File: config.mk
export PLATFORM = sky130hd
export DESIGN_NAME = regfile_sb
export DESIGN_NICKNAME = d
export VERILOG_FILES = /design/src/rtl/regfile_sb.sv
export SDC_FILE = /design/constraint.sdc
export NUM_CORES = 1
export LEC_CHECK = 0
export ABC_CLOCK_PERIOD_IN_PS = 4800
export CAP_MARGIN = 20
export CORE_MARGIN = 3
export CORE_UTILIZATION = 45
export DETAILED_ROUTE_END_ITERATION = 10
export PLACE_DENSITY_LB_ADDON = 0.2
export SYNTH_ARGS = -nofsm -noshare
export SYNTH_HDL_FRONTEND = slang
export SYNTH_SLANG_ARGS = --single-unit
export TNS_END_PERCENT = 20
File: constraint.sdc
create_clock -name clk -period 4.8 [get_ports clk]
set_input_delay 0.96 -clock clk [delete_from_list [all_inputs] [get_ports clk]]
set_output_delay 0.96 -clock clk [all_outputs]
set_load 0.05 [all_outputs]
File: src/rtl/regfile_sb.sv
// regfile_sb: parametrised register file with pending scoreboard and clear engine.
// Define REGFILE_SB_BYPASS_EN to enable write-through forwarding on the read ports.
module regfile_sb #(
  parameter int WIDTH = 16,
  parameter int NREGS = 8,
  localparam int IDX = $clog2(NREGS)
) (
  input  logic             clk,
  input  logic             reset_n,
  input  logic             load,
  input  logic [IDX-1:0]   dest,
  input  logic [WIDTH-1:0] in,
  input  logic [IDX-1:0]   src_a,
  input  logic [IDX-1:0]   src_b,
  input  logic [IDX-1:0]   sr,
  output logic [WIDTH-1:0] reg_a,
  output logic [WIDTH-1:0] reg_b,
  output logic [WIDTH-1:0] sr_out,
  input  logic             rsv,
  input  logic [IDX-1:0]   rsv_reg,
  output logic             busy_a,
  output logic             busy_b,
  output logic             busy_sr,
  input  logic             clr_req,
  output logic             clr_busy,
  output logic             clr_done
);

  localparam logic [1:0] IDLE  = 2'd0;
  localparam logic [1:0] CLEAR = 2'd1;
  localparam logic [1:0] DONE  = 2'd2;

  localparam logic [IDX-1:0] LAST = IDX'(NREGS - 1);

  logic [1:0]       state;
  logic [IDX-1:0]   idx;
  logic [WIDTH-1:0] data [NREGS];
  logic [NREGS-1:0] pend;
  logic             open_q;

  assign open_q = (state != CLEAR);

  // Reserve is applied after the write so a new producer keeps the bit set.
  always_ff @(posedge clk or negedge reset_n) begin
    if (!reset_n) begin
      state <= IDLE;
      idx   <= '0;
      pend  <= '0;
      for (int i = 0; i < NREGS; i++)
        data[i] <= '0;
    end else begin
      unique case (state)
        CLEAR: begin
          data[idx] <= '0;
          pend[idx] <= 1'b0;
          idx       <= idx + 1'b1;
          if (idx == LAST)
            state <= DONE;
        end
        DONE: state <= IDLE;
        default: begin
          if (clr_req) begin
            state <= CLEAR;
            idx   <= '0;
          end
        end
      endcase
      if (open_q && load) begin
        data[dest] <= in;
        pend[dest] <= 1'b0;
      end
      if (open_q && rsv)
        pend[rsv_reg] <= 1'b1;
    end
  end

  logic fwd_a;
  logic fwd_b;
  logic fwd_sr;
  logic keep;

`ifdef REGFILE_SB_BYPASS_EN
  assign fwd_a  = load && open_q && (dest == src_a);
  assign fwd_b  = load && open_q && (dest == src_b);
  assign fwd_sr = load && open_q && (dest == sr);
  assign keep   = rsv && (rsv_reg == dest);
`else
  assign fwd_a  = 1'b0;
  assign fwd_b  = 1'b0;
  assign fwd_sr = 1'b0;
  assign keep   = 1'b0;
`endif

  assign reg_a  = fwd_a  ? in : data[src_a];
  assign reg_b  = fwd_b  ? in : data[src_b];
  assign sr_out = fwd_sr ? in : data[sr];

  assign busy_a  = pend[src_a] && !(fwd_a  && !keep);
  assign busy_b  = pend[src_b] && !(fwd_b  && !keep);
  assign busy_sr = pend[sr]    && !(fwd_sr && !keep);

  assign clr_busy = (state == CLEAR);
  assign clr_done = (state == DONE);

endmodule

# Yosys cells after proc, flatten, opt, wreduce, memory -nomap -nowiden
# Cells that the tools add are included.
# totals
regBits,141
elab_cells,93
out_inout_bits,53
input_bits,36
# classes
n_eq_ne,5
mux,36
magnitude_cmp,16
add_sub_neg,1
n_reduce_logical,11
n_bitwise,13
# ops
operator,n
128-bit two-way mux,2
16-bit binary-select mux with 3-bit select,3
128-bit bitwise AND,1
128-bit bitwise mux,1
16-bit two-way mux,8
128-bit NOT,1
16-bit demux with 3-bit select,2
3-bit by 4-bit less-than comparator with 1-bit output (second input constant),6
8-bit two-way mux,3
4-bit greater-or-equal comparator (second input constant),5
3-bit NOT with 4-bit output,5
8-bit bitwise AND,2
8-bit NOT,2
1-bit binary-select mux with 3-bit select,3
1-bit demux with 3-bit select,3
3-bit by 1-bit greater-or-equal comparator with 1-bit output (second input constant),3
4-bit by 1-bit less-than comparator with 1-bit output (second input constant),2
8-bit bitwise OR,1
1-bit logical AND,7
1-bit two-way mux,6
3-bit one-hot mux with 2 select lines,1
2-bit two-way mux,2
2-bit by 1-bit != test with 1-bit output (second input constant),2
2-bit one-hot mux with 2 select lines,1
9 further kinds,10

# Longest topological paths before layout
# Gate-level depths: netlist of the first run.
# depth
word_depth,11
ltp_mapped,8
mapped_depth_nobuf,5

# Worst setup path before layout of the first run
# OpenSTA, ideal clock, no wires.
# synth_path
kind,input to output
startpoint,input port sr[2]
endpoint,output port sr_out[11]
required_time_ps,3840
path_slack_ps,1655
cell_stages,4
n_path_buf,2
arrival_time_ps,2185
cell_sequence,buf_2 -> clkbuf_1 -> mux4_2 -> mux2_2
# synth_between
elab_chain_cells,4
# synth_rtl
element,line,text
from (decl),15,"input logic [IDX-1:0] sr,"
3-bit NOT with 4-bit output (not written as such),96,assign sr_out = fwd_sr ? in : data[sr];
16-bit binary-select mux with 3-bit select,96,
16-bit two-way mux (not written as such) (2 in a row),96,
to (decl),18,"output logic [WIDTH-1:0] sr_out,"
# Every way passes these cells. The select of a mux whose other input is x is not followed.

# Worst setup path after layout of the first run
# layout_path
startpoint,input port src_b[2]
endpoint,output port reg_b[6]
# layout_between
elab_chain_cells,4
# layout_rtl
element,line,text
from (decl),14,"input logic [IDX-1:0] src_b,"
3-bit NOT with 4-bit output (not written as such),95,assign reg_b = fwd_b ? in : data[src_b];
16-bit binary-select mux with 3-bit select,95,
16-bit two-way mux (not written as such) (2 in a row),95,
to (decl),17,"output logic [WIDTH-1:0] reg_b,"
# Every way passes these cells. The select of a mux whose other input is x is not followed.

==> metrics.txt, run 1 <==
data arrival time at the worst-slack endpoint 3.06 ns; last element of the critical path reg_b[6]; die extent in y 150 um; combinational power share 46.1%; post-synthesis sequential area ratio 37.7%; average size of a mapped cell 13.7 sq um; count of synthesis-stage warnings from yosys 0; number of global-route vias before repair 6,938; status finished clean; wirelength, routed 27,000 um; hold buffers post-CTS 0; EDFF count, synth 0; Detailed Route Iter0 Violations 482; Max Cap Viol 0; Static Leakage 5.25 nW; CORE AREA 20,400 sq um; prevailing post-synth register cell sky130_fd_sc_hd__dfrtp_1; synthesized flop and latch total 141; number of setup violations in the final report 0; total number of vias 6,562; pin count of the biggest net entering global routing 115; summed instance area of the synthesized netlist 9370 sq um; floorplan row count 52; Routed WL per cell 25.9 um; post-CTS setup repair buffer count 0; syn nets 726; internal power 3.94 mW; IR drop worst, VDD 0.000336 V; Critical Path Start Type primary input; clock sink total 141; Resized Gates After CTS 0; worst hold margin 0.397 ns; fraction of final layout cells sized beyond drive strength 1 27.1%; sort of element at the end of the critical path output port; post-route clock skew 0.00603 ns; fraction of power spent switching nets 40.5%; share of power burned in registers 33.5%; GRT Util Overall 24.9%; count of pins over their slew limit 0; final period utilization 83.7%; worst-path cell chain clkdlybuf4s50_1 -> buf_4 -> mux4_1 -> mux2_2 -> buf_4; Post-Syn Instances 686; cell repeated most along the worst path sky130_fd_sc_hd__buf_4; slowest stage cell, crit path sky130_fd_sc_hd__clkdlybuf4s50_1; length of the first detailed-routing pass in iterations 4; Clk pwr share 20.4%; maximum buffer depth of the clock tree 2; CTS tree yes; combined area of the multi-input logic cells 5310 sq um; Async S/R FF share, synth 100%; setup TNS 0 ns; initial antenna violation count 0; clock buffer count from CTS 17; Cell Pwr Density 612 nW/um^2; startpoint of the most critical register-to-register path state[1]; critical path type primary input to output port; Netlist cell types 37; IO Pins 89; delay of the slowest cell on the worst path 0.87 ns; unrepaired setup endpoints after global routing false; maximum frequency from static timing analysis 249 MHz; final hold vios 0; core utilization of the finished layout 53.2%; r2r setup slk 2.05 ns; H-tree lvl count 4; routability congestion estimate from global placement 0.796; number of routed nets with antenna violations 0; post-detail-place hpwl 16,100 um; initial core utilization 46.0%; Sequential Area 3530 sq um; highest net fanout along the worst path 16; count of buffers from port buffering 88; Min-Delay Path Class primary input to async pin; Sw Pwr 2.68 mW; headroom to the max-slew limit 28.3%; time the worst path needs with I/O delays and setup 4.02 ns; residual overflow from global routing 0; Final #Nets 798; antenna fix cells 0; # DRC 0; later-pin clock latency in the skew report 0.42 ns; crit path launch src_b[2]; floorplan die width 150 um; post-detailed-route via-to-cell ratio 6.31; Reg-to-Reg End data[76]; die outline area 22,600 sq um; global-route wire length before repair 41,700 um; clock root buffer master sky130_fd_sc_hd__clkbuf_16; clock-pin slew of the registers on the worst-case setup and hold paths 0.06 ns; depth of the worst register-to-register path 6; transition time of the tightest slew-check pin 1.08 ns; P&R area growth vs syn 15.6%; Fill cells 1,697; data required time at the worst endpoint 3.84 ns
-- synth_stat cells (2+ instances only) --
cell	count	share of area [%]
sky130_fd_sc_hd__ha_1	4	0.53
sky130_fd_sc_hd__a32o_1	3	0.32
sky130_fd_sc_hd__mux4_1	63	18
sky130_fd_sc_hd__buf_4	5	0.40
sky130_fd_sc_hd__mux4_2	39	9.4
sky130_fd_sc_hd__mux2i_1	128	14
sky130_fd_sc_hd__mux2_2	53	6.4
sky130_fd_sc_hd__clkbuf_1	15	0.60
sky130_fd_sc_hd__dfrtp_1	141	38
sky130_fd_sc_hd__o21ai_0	2	0.11
sky130_fd_sc_hd__a22o_1	2	0.19
sky130_fd_sc_hd__nand2_1	134	5.4
sky130_fd_sc_hd__buf_12	5	1.1
sky130_fd_sc_hd__buf_6	14	1.7
sky130_fd_sc_hd__nand3b_1	3	0.24
sky130_fd_sc_hd__nand4bb_1	3	0.36
sky130_fd_sc_hd__o32ai_1	3	0.28
sky130_fd_sc_hd__nor2_1	7	0.28
sky130_fd_sc_hd__inv_1	20	0.80
sky130_fd_sc_hd__nor3b_1	3	0.24
sky130_fd_sc_hd__nand4b_1	3	0.28
sky130_fd_sc_hd__buf_2	21	1.1
-- cells in the final DEF, fill, tap and decap left out, types with 2 or more instances in the layout --
master / instances
sky130_fd_sc_hd__mux4_1: 63
sky130_fd_sc_hd__bufinv_16: 3
sky130_fd_sc_hd__nand4b_1: 3
sky130_fd_sc_hd__clkbuf_8: 4
sky130_fd_sc_hd__mux4_2: 39
sky130_fd_sc_hd__o21ai_0: 2
sky130_fd_sc_hd__a22o_1: 2
sky130_fd_sc_hd__nand4bb_1: 3
sky130_fd_sc_hd__mux2i_1: 128
sky130_fd_sc_hd__o32ai_1: 3
sky130_fd_sc_hd__inv_1: 20
sky130_fd_sc_hd__clkdlybuf4s50_1: 33
sky130_fd_sc_hd__nor3b_2: 3
sky130_fd_sc_hd__nor2_1: 7
sky130_fd_sc_hd__dfrtp_1: 141
sky130_fd_sc_hd__ha_1: 4
sky130_fd_sc_hd__buf_4: 74
sky130_fd_sc_hd__mux2_2: 53
sky130_fd_sc_hd__nand2_1: 134
sky130_fd_sc_hd__clkbuf_1: 3
sky130_fd_sc_hd__a32o_1: 3
sky130_fd_sc_hd__clkbuf_16: 17
sky130_fd_sc_hd__buf_2: 3
sky130_fd_sc_hd__buf_12: 2
sky130_fd_sc_hd__nand3b_1: 3
sky130_fd_sc_hd__clkinv_2: 4
-- per-layer routing --
layer	wire [um]	vias up	track usage [%]
met5	0	-	0
met4	612	0	8.05
met3	1350	47	3.40
met2	13400	245	40.9
met1	11600	3501	34.5
li1	-	2769	-
-- per-stage QoR --
| stage | power, mW | setup slack, ns | instance area [sq um] | std cells |
|---|---|---|---|---|
| floorplan | 4.39 | 1.65 | 9370 | 686 |
| global placement | 5.12 | 0.824 | 10200 | 1008 |
| detailed placement | 5.28 | 0.791 | 10200 | 1008 |
| CTS | 6.65 | 0.785 | 10800 | 1039 |
| global route | 6.99 | 0.712 | 10800 | 1040 |
| finish | 6.63 | 0.784 | 10800 | 1040 |
-- kinds of logic (layout without fill, tap and decap cells) --
logic type / count (synthesis) / after routing / synth area share, %
AOI/OAI and AO/OA: 13 / 13 / 1.12
adders and majority gates: 4 / 4 / 0.534
buffers and inverters: 81 / 165 / 5.83
DFF: 141 / 141 / 37.7
muxes: 283 / 283 / 47.1
and+or+nand+nor: 164 / 164 / 7.78
-- power by group through the flow --
| stage | Combinational, mW | Clock (mW) | Sequential, mW |
|---|---|---|---|
| 2_1_floorplan | 2.37 | 0 | 2.01 |
| 3_3_place_gp | 2.97 | 0 | 2.15 |
| 3_5_place_dp | 3.06 | 0 | 2.22 |
| 4_1_cts | 3.07 | 1.37 | 2.21 |
| 5_1_grt | 3.26 | 1.43 | 2.30 |
| 6_report | 3.06 | 1.35 | 2.22 |
-- how the worst min path moves through the flow --
stage	start	to	slack (ns)
floorplan	pend[1]	pend[1]	0.50
global placement	state[0]	state[0]	0.52
detailed placement	pend[1]	pend[1]	0.54
CTS	pend[1]	pend[1]	0.55
global route	reset_n	data[10]	0.40
finish	reset_n	data[10]	0.40
-- layout make-up --
| type | count | share of cell area, % |
|---|---|---|
| multi-input cells | 464 | 49.0 |
| flip-flops and latches | 141 | 32.6 |
| repair buffers | 114 | 9.04 |
| clock buffers | 24 | 4.54 |
| well taps | 270 | 3.12 |
| clock inverters | 7 | 1.02 |
| inverters | 20 | 0.693 |
-- critical path, delay by kind of cell --
family	cells	cell delay, ns
buffers and inverters	3	1.46
muxes	2	0.63
-- state kept, by name, indices dropped and copies added, names as in the netlist --
register and count:
data 128, pend 8, idx 3, state 2
Note: power is estimated with default switching activity, not from simulation.
==> inputs of run 2 (changes only) <==
Settings changed: ABC_CLOCK_PERIOD_IN_PS 4800 to 3510.
Clock period 4.8 ns to 3.51 ns, I/O delays scaled along.
==> run 2 against run 1 <==
Net effect: clock power grew 41%; non-clock buffer count grew 5; count of clock-buffer cells in the layout shrank 3; worst setup slack lost 0.64 ns; die area is the same; register-to-register slack lost 1.2 ns; via count shrank 0.87%; first-iteration DRC count shrank 12%; largest power group unchanged; highest routed layer unchanged.
==> metrics.txt, run 2 (synthesized netlist as in run 1, its figures left out) <==
die extent in y 150 um (unchanged); Sequential Area 3530 sq um (unchanged); IO Pins 89 (unchanged); H-tree lvl count 4 (unchanged); clock-pin slew of the registers on the worst-case setup and hold paths 0.06 ns (about the same); total power draw 9.11 mW (was 6.63 mW); count of pins over their slew limit 0 (unchanged); P&R area growth vs syn 16.4% (was 15.6%); internal power 5.43 mW (was 3.94 mW); Placed Area 10,300 sq um (was 10,200 sq um); flip-flop count of the largest register, all copies and words added 128 (unchanged); combined area of the multi-input logic cells 5310 sq um (about the same); Fill cells 1,687 (was 1,697); floorplan row count 52 (unchanged); data required time at the worst endpoint 2.81 ns (was 3.84 ns); number of setup violations in the final report 0 (unchanged); global-route wire length before repair 40,800 um (was 41,700 um); register ranked first by flip-flop count data (unchanged); initial core utilization 46.0% (unchanged); residual overflow from global routing 0 (unchanged); Critical Path Start Type primary input (unchanged); clock buffer count from CTS 17 (unchanged); length of the first detailed-routing pass in iterations 7 (was 4); initial antenna violation count 0 (unchanged); Clk pwr share 21.0% (was 20.4%); antenna fix cells 0 (unchanged); Detailed Route Iter0 Violations 422 (was 482); sort of element at the end of the critical path output port (unchanged); leading cell types in the layout, fill and taps excluded sky130_fd_sc_hd__dfrtp_1 (141), sky130_fd_sc_hd__nand2_1 (134), sky130_fd_sc_hd__mux2i_1 (128) (unchanged); clock root buffer master sky130_fd_sc_hd__clkbuf_16 (unchanged); later-pin clock latency in the skew report 0.42 ns (about the same); wirelength, routed 26,600 um (was 27,000 um); # DRC 0 (unchanged); clock sink total 141 (unchanged); number of global-route vias before repair 6,824 (was 6,938); number of routed nets with antenna violations 0 (unchanged); worst hold margin 0.276 ns (was 0.397 ns); post-detailed-route via-to-cell ratio 6.22 (was 6.31); Final #Nets 803 (was 798); IR drop worst, VDD 0.000422 V (was 0.000336 V); routability congestion estimate from global placement 0.793 (was 0.796); die outline area 22,600 sq um (unchanged); biggest regs data: 128 flops, pend: 8 flops, idx: 3 flops (unchanged); post-CTS setup repair buffer count 0 (unchanged); Static Leakage 5.27 nW (was 5.25 nW); Routed WL per cell 25.4 um (was 25.9 um); Cell Pwr Density 835 nW/um^2 (was 612 nW/um^2); Resized Gates After CTS 0 (unchanged); data arrival time at the worst-slack endpoint 2.66 ns (was 3.06 ns); combinational power share 45.8% (was 46.1%); post-detail-place hpwl 16,100 um (about the same); floorplan die width 150 um (unchanged); Layout Cell Area excl Fill 10,900 sq um (was 10,800 sq um); status finished clean (unchanged); critical path type primary input to output port (unchanged); unrepaired setup endpoints after global routing false (unchanged); post-route clock skew 0.00868 ns (was 0.00603 ns); time the worst path needs with I/O delays and setup 3.36 ns; CORE AREA 20,400 sq um (unchanged); total number of vias 6,505 (was 6,562); Max Cap Viol 0 (unchanged); share of power burned in registers 33.3% (was 33.5%); final hold vios 0 (unchanged); final period utilization 95.8%; setup TNS 0 ns (unchanged); maximum frequency from static timing analysis 297 MHz; pin count of the biggest net entering global routing 76 (was 115); transition time of the tightest slew-check pin 1.09 ns (was 1.08 ns); fraction of power spent switching nets 40.3% (was 40.5%); maximum buffer depth of the clock tree 2 (unchanged); headroom to the max-slew limit 27.3% (was 28.3%); Min-Delay Path Class primary input to async pin (unchanged); Sw Pwr 3.68 mW (was 2.68 mW); CTS tree yes (unchanged); GRT Util Overall 24.3% (was 24.9%); fraction of final layout cells sized beyond drive strength 1 27.7% (was 27.1%); hold buffers post-CTS 0 (unchanged); highest net fanout along the worst path 14 (was 16); most common cell after layout, fill and taps aside sky130_fd_sc_hd__dfrtp_1 (unchanged); count of buffers from port buffering 88 (unchanged)
[run 2: cell types whose count changed in the layout (fill, tap and decap cells not counted)]
| cell | change |
|---|---|
| sky130_fd_sc_hd__nand2b_2 | -1 |
| sky130_fd_sc_hd__bufinv_16 | +1 |
| sky130_fd_sc_hd__buf_12 | +3 |
| sky130_fd_sc_hd__clkinv_2 | -1 |
| sky130_fd_sc_hd__clkbuf_1 | -1 |
| sky130_fd_sc_hd__nand2b_1 | +1 |
| sky130_fd_sc_hd__clkbuf_8 | -2 |
| sky130_fd_sc_hd__buf_16 | -1 |
| sky130_fd_sc_hd__buf_4 | +3 |
| sky130_fd_sc_hd__clkinvlp_4 | +4 |
[run 2: area by class of cell]
type | count | area share, %
clock buffers | 21 | 4.22
clock inverters | 11 | 1.51
inverters | 20 | 0.688
multi-input cells | 464 | 48.6
flip-flops and latches | 141 | 32.3
well taps | 270 | 3.10
repair buffers | 119 | 9.49
[run 2: layer usage]
metal  vias up  GRT usage (%)  wire length [um]
li1       2784              -                 -
met1      3459           33.2             11600
met2       225           40.5             13100
met3        37           3.85              1450
met4         0           6.54               461
met5         -              0                 0
[run 2: worst max-delay path: stages]
cell and delay [ns]:
sky130_fd_sc_hd__clkdlybuf4s50_1 0.79, sky130_fd_sc_hd__buf_4 0.34, sky130_fd_sc_hd__mux4_1 0.32, sky130_fd_sc_hd__mux2_2 0.29
sky130_fd_sc_hd__buf_4 0.19
[run 2: worst paths after layout]
kind / slack (ns) / cells after the start / end / start
min reg2reg: 0.55 / 1 / state[0] / state[0]
max reg2reg: 0.86 / 4 / pend[0] / state[1]
max: 0.15 / 5 / reg_b[9] / src_b[2]
min in group clk: 0.55 / 1 / state[0] / state[0]
max in group asynchronous: 2.35 / 2 / data[81] / reset_n
min: 0.28 / 1 / data[26] / reset_n
[run 2: power by group through the flow]
stage                     logic [mW]  registers [mW]  clock network [mW]
after floorplan                 3.25            2.75                   0
after global placement          4.07            2.95                   0
after detailed placement        4.17            3.04                   0
after CTS                       4.19            3.02                1.93
after global routing            4.44            3.14                2.01
final                           4.17            3.03                1.91
[run 2: per-stage QoR]
stage / std cells / worst slack, ns / util, %
floorplan: 686 / 0.881 / -
global placement: 1014 / 0.198 / 50.5
detailed placement: 1014 / 0.165 / 50.5
CTS: 1046 / 0.161 / 53.6
global route: 1046 / 0.111 / 53.6
finish: 1046 / 0.148 / 53.6
